<file path="src/rtl/adc_rr_scheduler.sv">
// Round-robin scheduler sharing one serial 10-bit ADC engine among NUM_REQ requesters.
// Optional WAIT timeout: define ADC_RR_SCHEDULER_TIMEOUT_EN.
module adc_rr_scheduler #(
  parameter int NUM_REQ        = 4,
  parameter int GUARD_CYCLES   = 8,
  parameter int TIMEOUT_CYCLES = 4096
) (
  input  logic               CLK,
  input  logic               RST,
  input  logic [NUM_REQ-1:0] REQ,
  output logic [NUM_REQ-1:0] GNT,
  output logic [NUM_REQ-1:0] DONE,
  output logic [9:0]         RESULT,
  output logic               ERR,
  output logic               ADC_START,
  input  logic               ADC_VALID,
  input  logic [9:0]         ADC_DATA,
  output logic               BUSY
);

  localparam int PW = (NUM_REQ > 1) ? $clog2(NUM_REQ) : 1;
  localparam int GW = $clog2(GUARD_CYCLES + 1);
  localparam int TW = $clog2(TIMEOUT_CYCLES + 1);

  localparam logic [2:0] S_IDLE    = 3'd0;
  localparam logic [2:0] S_START   = 3'd1;
  localparam logic [2:0] S_WAIT    = 3'd2;
  localparam logic [2:0] S_DELIVER = 3'd3;
  localparam logic [2:0] S_GUARD   = 3'd4;

  localparam logic [NUM_REQ-1:0] ONE = {{(NUM_REQ-1){1'b0}}, 1'b1};

  logic [2:0]    state;
  logic [PW-1:0] ptr;
  logic [PW-1:0] win;
  logic [PW-1:0] pick;
  logic          any;
  logic [PW:0]   sum;
  logic [GW-1:0] gcnt;
  logic [TW-1:0] tcnt;
  logic          err_r;
  logic          tmo;

  // Rotating priority: search upward from ptr+1 and wrap.
  always_comb begin
    pick = '0;
    any  = 1'b0;
    sum  = '0;
    for (int k = 1; k <= NUM_REQ; k++) begin
      sum = {1'b0, ptr} + (PW+1)'(k);
      if (sum >= (PW+1)'(NUM_REQ))
        sum = sum - (PW+1)'(NUM_REQ);
      if (!any && REQ[sum[PW-1:0]]) begin
        any  = 1'b1;
        pick = sum[PW-1:0];
      end
    end
  end

`ifdef ADC_RR_SCHEDULER_TIMEOUT_EN
  assign tmo = (tcnt >= TW'(TIMEOUT_CYCLES - 1));
`else
  assign tmo = 1'b0;
`endif

  always_ff @(posedge CLK or posedge RST) begin
    if (RST) begin
      state     <= S_IDLE;
      ptr       <= PW'(NUM_REQ - 1);
      win       <= '0;
      GNT       <= '0;
      DONE      <= '0;
      RESULT    <= 10'h000;
      err_r     <= 1'b0;
      ADC_START <= 1'b0;
      gcnt      <= '0;
      tcnt      <= '0;
    end else begin
      ADC_START <= 1'b0;
      DONE      <= '0;
      case (state)
        S_IDLE: begin
          if (any) begin
            win   <= pick;
            ptr   <= pick;
            GNT   <= ONE << pick;
            state <= S_START;
          end
        end
        S_START: begin
          ADC_START <= 1'b1;
          tcnt      <= '0;
          state     <= S_WAIT;
        end
        S_WAIT: begin
          // Valid data beats an expiring timeout in the same cycle.
          if (ADC_VALID) begin
            RESULT <= ADC_DATA;
            err_r  <= 1'b0;
            DONE   <= ONE << win;
            state  <= S_DELIVER;
          end else if (tmo) begin
            err_r <= 1'b1;
            DONE  <= ONE << win;
            state <= S_DELIVER;
          end else if (tcnt != TW'(TIMEOUT_CYCLES)) begin
            tcnt <= tcnt + 1'b1;
          end
        end
        S_DELIVER: begin
          GNT   <= '0;
          err_r <= 1'b0;
          gcnt  <= '0;
          state <= S_GUARD;
        end
        S_GUARD: begin
          if (gcnt >= GW'(GUARD_CYCLES - 1))
            state <= S_IDLE;
          else
            gcnt <= gcnt + 1'b1;
        end
        default: state <= S_IDLE;
      endcase
    end
  end

  assign ERR  = err_r;
  assign BUSY = (state != S_IDLE);

endmodule
</file>
<file path="config.mk">
export PLATFORM = sky130hd
export DESIGN_NAME = adc_rr_scheduler
export DESIGN_NICKNAME = d
export VERILOG_FILES = /design/src/rtl/adc_rr_scheduler.sv
export SDC_FILE = /design/constraint.sdc
export NUM_CORES = 1
export LEC_CHECK = 0
export BUFFER_PORTS_ARGS = -buffer_cell sky130_fd_sc_hd__clkbuf_2
export CORE_MARGIN = 4
export CORE_UTILIZATION = 57
export CTS_BUF_LIST = sky130_fd_sc_hd__clkbuf_8
export CTS_CLUSTER_DIAMETER = 50
export DETAILED_ROUTE_END_ITERATION = 7
export GPL_ROUTABILITY_DRIVEN = 0
export HOLD_SLACK_MARGIN = 0.1
export PLACE_DENSITY_LB_ADDON = 0.08
export SYNTH_ARGS = -nofsm -noshare
export SYNTH_HDL_FRONTEND = slang
export SYNTH_SLANG_ARGS = --single-unit
</file>
<file path="constraint.sdc">
create_clock -name CLK -period 4.6 [get_ports CLK]
set_input_delay 0 -clock CLK [delete_from_list [all_inputs] [get_ports CLK]]
set_output_delay 0 -clock CLK [all_outputs]
set_load 0.1 [all_outputs]
</file>
==> results_dict.tcl, run 1 <==
set metrics [dict create \
    status "finished, final reports clean" \
    grt_setup_unrepaired "false" \
    grt.overflow.total 0 \
    ys_ff_latch 30 \
    period_needed_ns 1.85 \
    synth_cells 105 \
    clk-insertion-delay-late_ns 0.27 \
    maxCapViolCount 0 \
    row_count 17 \
    grt_pass1_wl_um 4310 \
    synth.distinct_cells 40 \
    die_h_um 56.1 \
    postCtsSetupRepairBufs 0 \
    tightestPinTransition_ns 1.09 \
    wl_per_cell_um 13.8 \
    cp-start-kind "register" \
    synthArstFlopShare_pct 100 \
    hold_path_class "primary input to register" \
    dieArea_um2 3140 \
    drive_above_1_share_pct 40.3 \
    place_ws_ns 2.75 \
    cp.arrival_ns 2.01 \
    clockBufferDepth 2 \
    wl_um 2510 \
    first_global_vias 987 \
    tns_ns 0 \
    cts_tree "done" \
    syn_area_per_cell_um2 12.5 \
    final_antenna_net_count 0 \
    first_pass_iters 4 \
    htree_levels 2 \
    yosysWarnings 0 \
    ys.flop_type "dfrtp_1" \
    initial_utilization_pct 59.5 \
    vias_per_cell 5.31 \
    cts_made_buffers 5 \
    clkTransAtPathRegs_ns 0.06 \
    relSlewSlack_pct 27.5 \
    fin_util_pct 76.4 \
    setup_slack_ns 2.75 \
    cp_data_required_time_ns 4.76 \
    cp_slowest_cell "nor3_2" \
    crit_path_end_kind "register" \
    fmax_ghz 0.541 \
    ctsResizeCount 0 \
    grt_use_met3_pct 5.80 \
    grt_max_degree 31 \
    grt_usage_pct 17.5 \
    die_x_um 56.1 \
    synth-edff-count 0 \
    nets 171 \
    grt_use_met1_pct 18.9 \
    synth_nets 123 \
    synth_area_um2 1320 \
    clock-sinks 30 \
    slew_violations 0 \
    grt.busiest_layer "met2" \
    hold_slack_ns 0.119 \
    path_class "register to register" \
    clock-skew-final_ns 0.00401 \
    root_buffer "clkbuf_8" \
    area_delta_synth_final_pct 28.3 \
    hold_viol_final 0 \
    crit_buf_inv 0 \
    cp_top_family "simple AND/OR/NAND/NOR gates" \
    antenna_found_initial 0 \
    drc 0 \
    drt-initial-drc-count 11 \
    ios 38 \
    finalSetupViolations 0 \
    synth_sequential_area_ratio_pct 57.2 \
    worstPathCellList "nand2_1 > nor3_2 > mux2_2" \
    grtUsageMet2_pct 31.1 \
    core_area_um2 2210 \
    period_share_pct 40.2 \
    io_buffers 36 \
    cp_slowest_stage_delay_ns 0.70 \
    critPathMaxFanout 14 \
    vias 967 \
    dp_hpwl_um 1800 \
    antenna_cells 0 \
]
[cell families after synthesis]
logic type / after synthesis / share of synthesized area (%)
multiplexers: 14 / 12.4
adder cells (fa/ha/maj): 1 / 0.950
flip-flops: 30 / 57.2
other: 1 / 0.285
AO/OA/AOI/OAI: 15 / 8.46
AND/OR/NAND/NOR: 35 / 16.2
buffers and inverters: 8 / 3.90
XOR/XNOR: 1 / 0.666
[worst register-to-register path, delay by kind of cell, from the launching register on]
family	cells	cell delay (ns)
AND/OR/NAND/NOR	2	0.83
flip-flops	1	0.48
multiplexers	1	0.42
[metal layers]
| metal | vias to the layer above | wire [um] |
|---|---|---|
| li1 | 466 | - |
| met1 | 468 | 1000 |
| met2 | 27 | 1320 |
| met3 | 6 | 143 |
| met4 | 0 | 43 |
| met5 | - | 0 |
[synth_stat cells, types with 3 or more instances]
library cell,instances,share of area (%)
dfrtp_1,28,53
mux2_2,10,8.6
nor2_1,6,1.7
nand2_1,5,1.4
and3b_1,3,2.0
nand2b_1,3,1.4
[cell type report]
class                      instances  area (um^2)
inverter                           2         7.51
sequential                        30          753
clock inverter                     2         8.76
multi-input combinational         67          512
fill                             147          523
clock buffer                       6         82.6
timing repair buffer              47          290
tap                               28         35.0
[worst paths after layout]
check | from | endpoint | slack [ns] | cells after the start
max | state[1] | RESULT[1] | 2.75 | 3
min | ADC_VALID | state[0] | 0.12 | 4
max reg2reg | state[1] | RESULT[1] | 2.75 | 3
min reg2reg | win[0] | DONE[2] | 0.50 | 1
max in group asynchronous | RST | gcnt[0] | 3.39 | 3
min in group asynchronous | RST | RESULT[9] | 0.55 | 3
[placed cells by master, fill, tap and decap left out, drive strengths merged, types with 3 or more instances in the layout]
cell type    count
and3b            3
clkbuf          42
dfrtp           28
dlygate4sd3     11
inv              3
mux2            12
nand2            5
nand2b           3
nor2             7
[flip-flops by register name, indices dropped and copies added, names as in the netlist]
register,flops
ADC_START,1
DONE,4
GNT,4
RESULT,10
gcnt,4
ptr,2
state,3
win,2
[repair_timing]
action / in CTS / in global routing
endpoints found under the hold margin: 38 / 0
hold buffers: 11 / 0
endpoints found under the setup margin: 0 / 0
[stage by stage]
step           area (um^2)  cells
5_1_grt               1690    182
4_1_cts               1690    182
3_3_place_gp          1490    163
6_report              1690    182
3_5_place_dp          1490    163
2_1_floorplan         1320    105
Power of run 1 is left out: the tool's default activity adds up to more than one toggle a clock period on the data nets, which glitch-free logic cannot reach.
==> run 2: changes to the inputs <==
- CORE_UTILIZATION: 57 -> 53
- clock period: 4.6 -> 1.8 ns (I/O delays scaled with it)
==> results_dict.tcl, run 2 (same netlist as run 1, synthesis figures left out) <==
set metrics [dict create \
    cts_tree "done" \
    period_needed_ns 1.64 \
    core_area_um2 2300 \
    path_class "register to register" \
    drc 0 \
    drt-initial-drc-count 6 \
    nets 174 \
    grt_setup_unrepaired "false" \
    initial_utilization_pct 57.3 \
    fmax_ghz 0.611 \
    dpl_cell_area_um2 1510 \
    finalSetupViolations 0 \
    postCtsSetupRepairBufs 0 \
    dieArea_um2 3340 \
    layout_common_cells "36 x clkbuf_2, 28 x dfrtp_1, 11 x dlygate4sd3_1" \
    status "finished, final reports clean" \
    first_pass_iters 4 \
    clk-insertion-delay-late_ns 0.27 \
    maxCapViolCount 0 \
    hold_viol_final 0 \
    grt_max_degree 22 \
    clkTransAtPathRegs_ns 0.06 \
    root_buffer "clkbuf_8" \
    ios 38 \
    hold_path_class "primary input to register" \
    tightestPinTransition_ns 0.554 \
    clock-skew-final_ns 0.00316 \
    final_antenna_net_count 0 \
    grt_usage_pct 17.5 \
    cp.arrival_ns 1.80 \
    top_register "RESULT" \
    critPathMaxFanout 4 \
    htree_levels 2 \
    first_global_vias 1024 \
    area_delta_synth_final_pct 31.7 \
    cts_made_buffers 5 \
    crit_path_end_kind "register" \
    tns_ns 0 \
    dp_hpwl_um 1750 \
    dp_cells 166 \
    grt.overflow.total 0 \
    clockBufferDepth 2 \
    slew_violations 0 \
    clock-sinks 30 \
    die_x_um 57.8 \
    hold_slack_ns 0.109 \
    ctsResizeCount 0 \
    stdcell_count 184 \
    layout_commonest_cell "clkbuf_2" \
    wl_per_cell_um 13.5 \
    wl_um 2480 \
    io_buffers 36 \
    antenna_cells 0 \
    largest_reg_flops 10 \
    antenna_found_initial 0 \
    period_share_pct 91.0 \
    cp_data_required_time_ns 1.96 \
    fillers 151 \
    relSlewSlack_pct 63.2 \
    vias 967 \
    drive_above_1_share_pct 41.7 \
    row_count 17 \
    vias_per_cell 5.26 \
    die_h_um 57.8 \
    cp-start-kind "register" \
    fin_area_um2 1730 \
    grt_pass1_wl_um 4370 \
]
-- run 2: cell count changes in the layout (fill, tap and decap cells not counted), sizes merged --
cell,before,now
buf,0,3
bufinv,0,1
clkinv,1,0
inv,3,2
-- run 2: worst paths after layout --
kind,startpoint,end,slack [ns],depth (start not counted)
worst max register to register,ptr[0],GNT[3],0.16,4
max in group asynchronous,RST,ptr[0],0.92,4
worst max-delay path,ptr[0],GNT[3],0.16,4
worst min-delay path,ADC_VALID,state[0],0.11,4
worst min register to register,win[1],DONE[0],0.50,1
min in group asynchronous,RST,RESULT[9],0.23,3
-- run 2: final cells by class --
type	instances	area, um^2	area share (%)
clock buffer	6	82.6	4.77
clock inverter	1	30.0	1.73
inverter	2	7.51	0.433
multi-input combinational	67	512	29.5
sequential	30	753	43.5
tap	28	35.0	2.02
timing repair buffer	50	313	18.1
-- run 2: worst max-delay path: stages, from the launching register on --
cell     delay (ns)
dfstp_2        0.55
and3b_1        0.18
o31ai_1        0.48
nor2_2         0.09
a32o_1         0.23
-- run 2: through the flow --
step	util, %	setup WS [ns]
2_1_floorplan	-	-0.0257
3_3_place_gp	65.7	0.234
3_5_place_dp	65.7	0.178
4_1_cts	75.4	0.180
5_1_grt	75.4	0.0364
6_report	75.4	0.163
-- run 2: layer usage --
layer	GRT usage (%)	part of all wire (%)
met4	5.96	0.40
met3	7.35	5.3
met2	30.5	51
met1	19.0	43
met5	0	0
-- run 2: timing repair --
item	in CTS	in global routing
endpoints found under the hold margin	38	0
setup endpoints to repair	0	0
hold buffers	11	0
Power of run 2 is left out for the same reason.
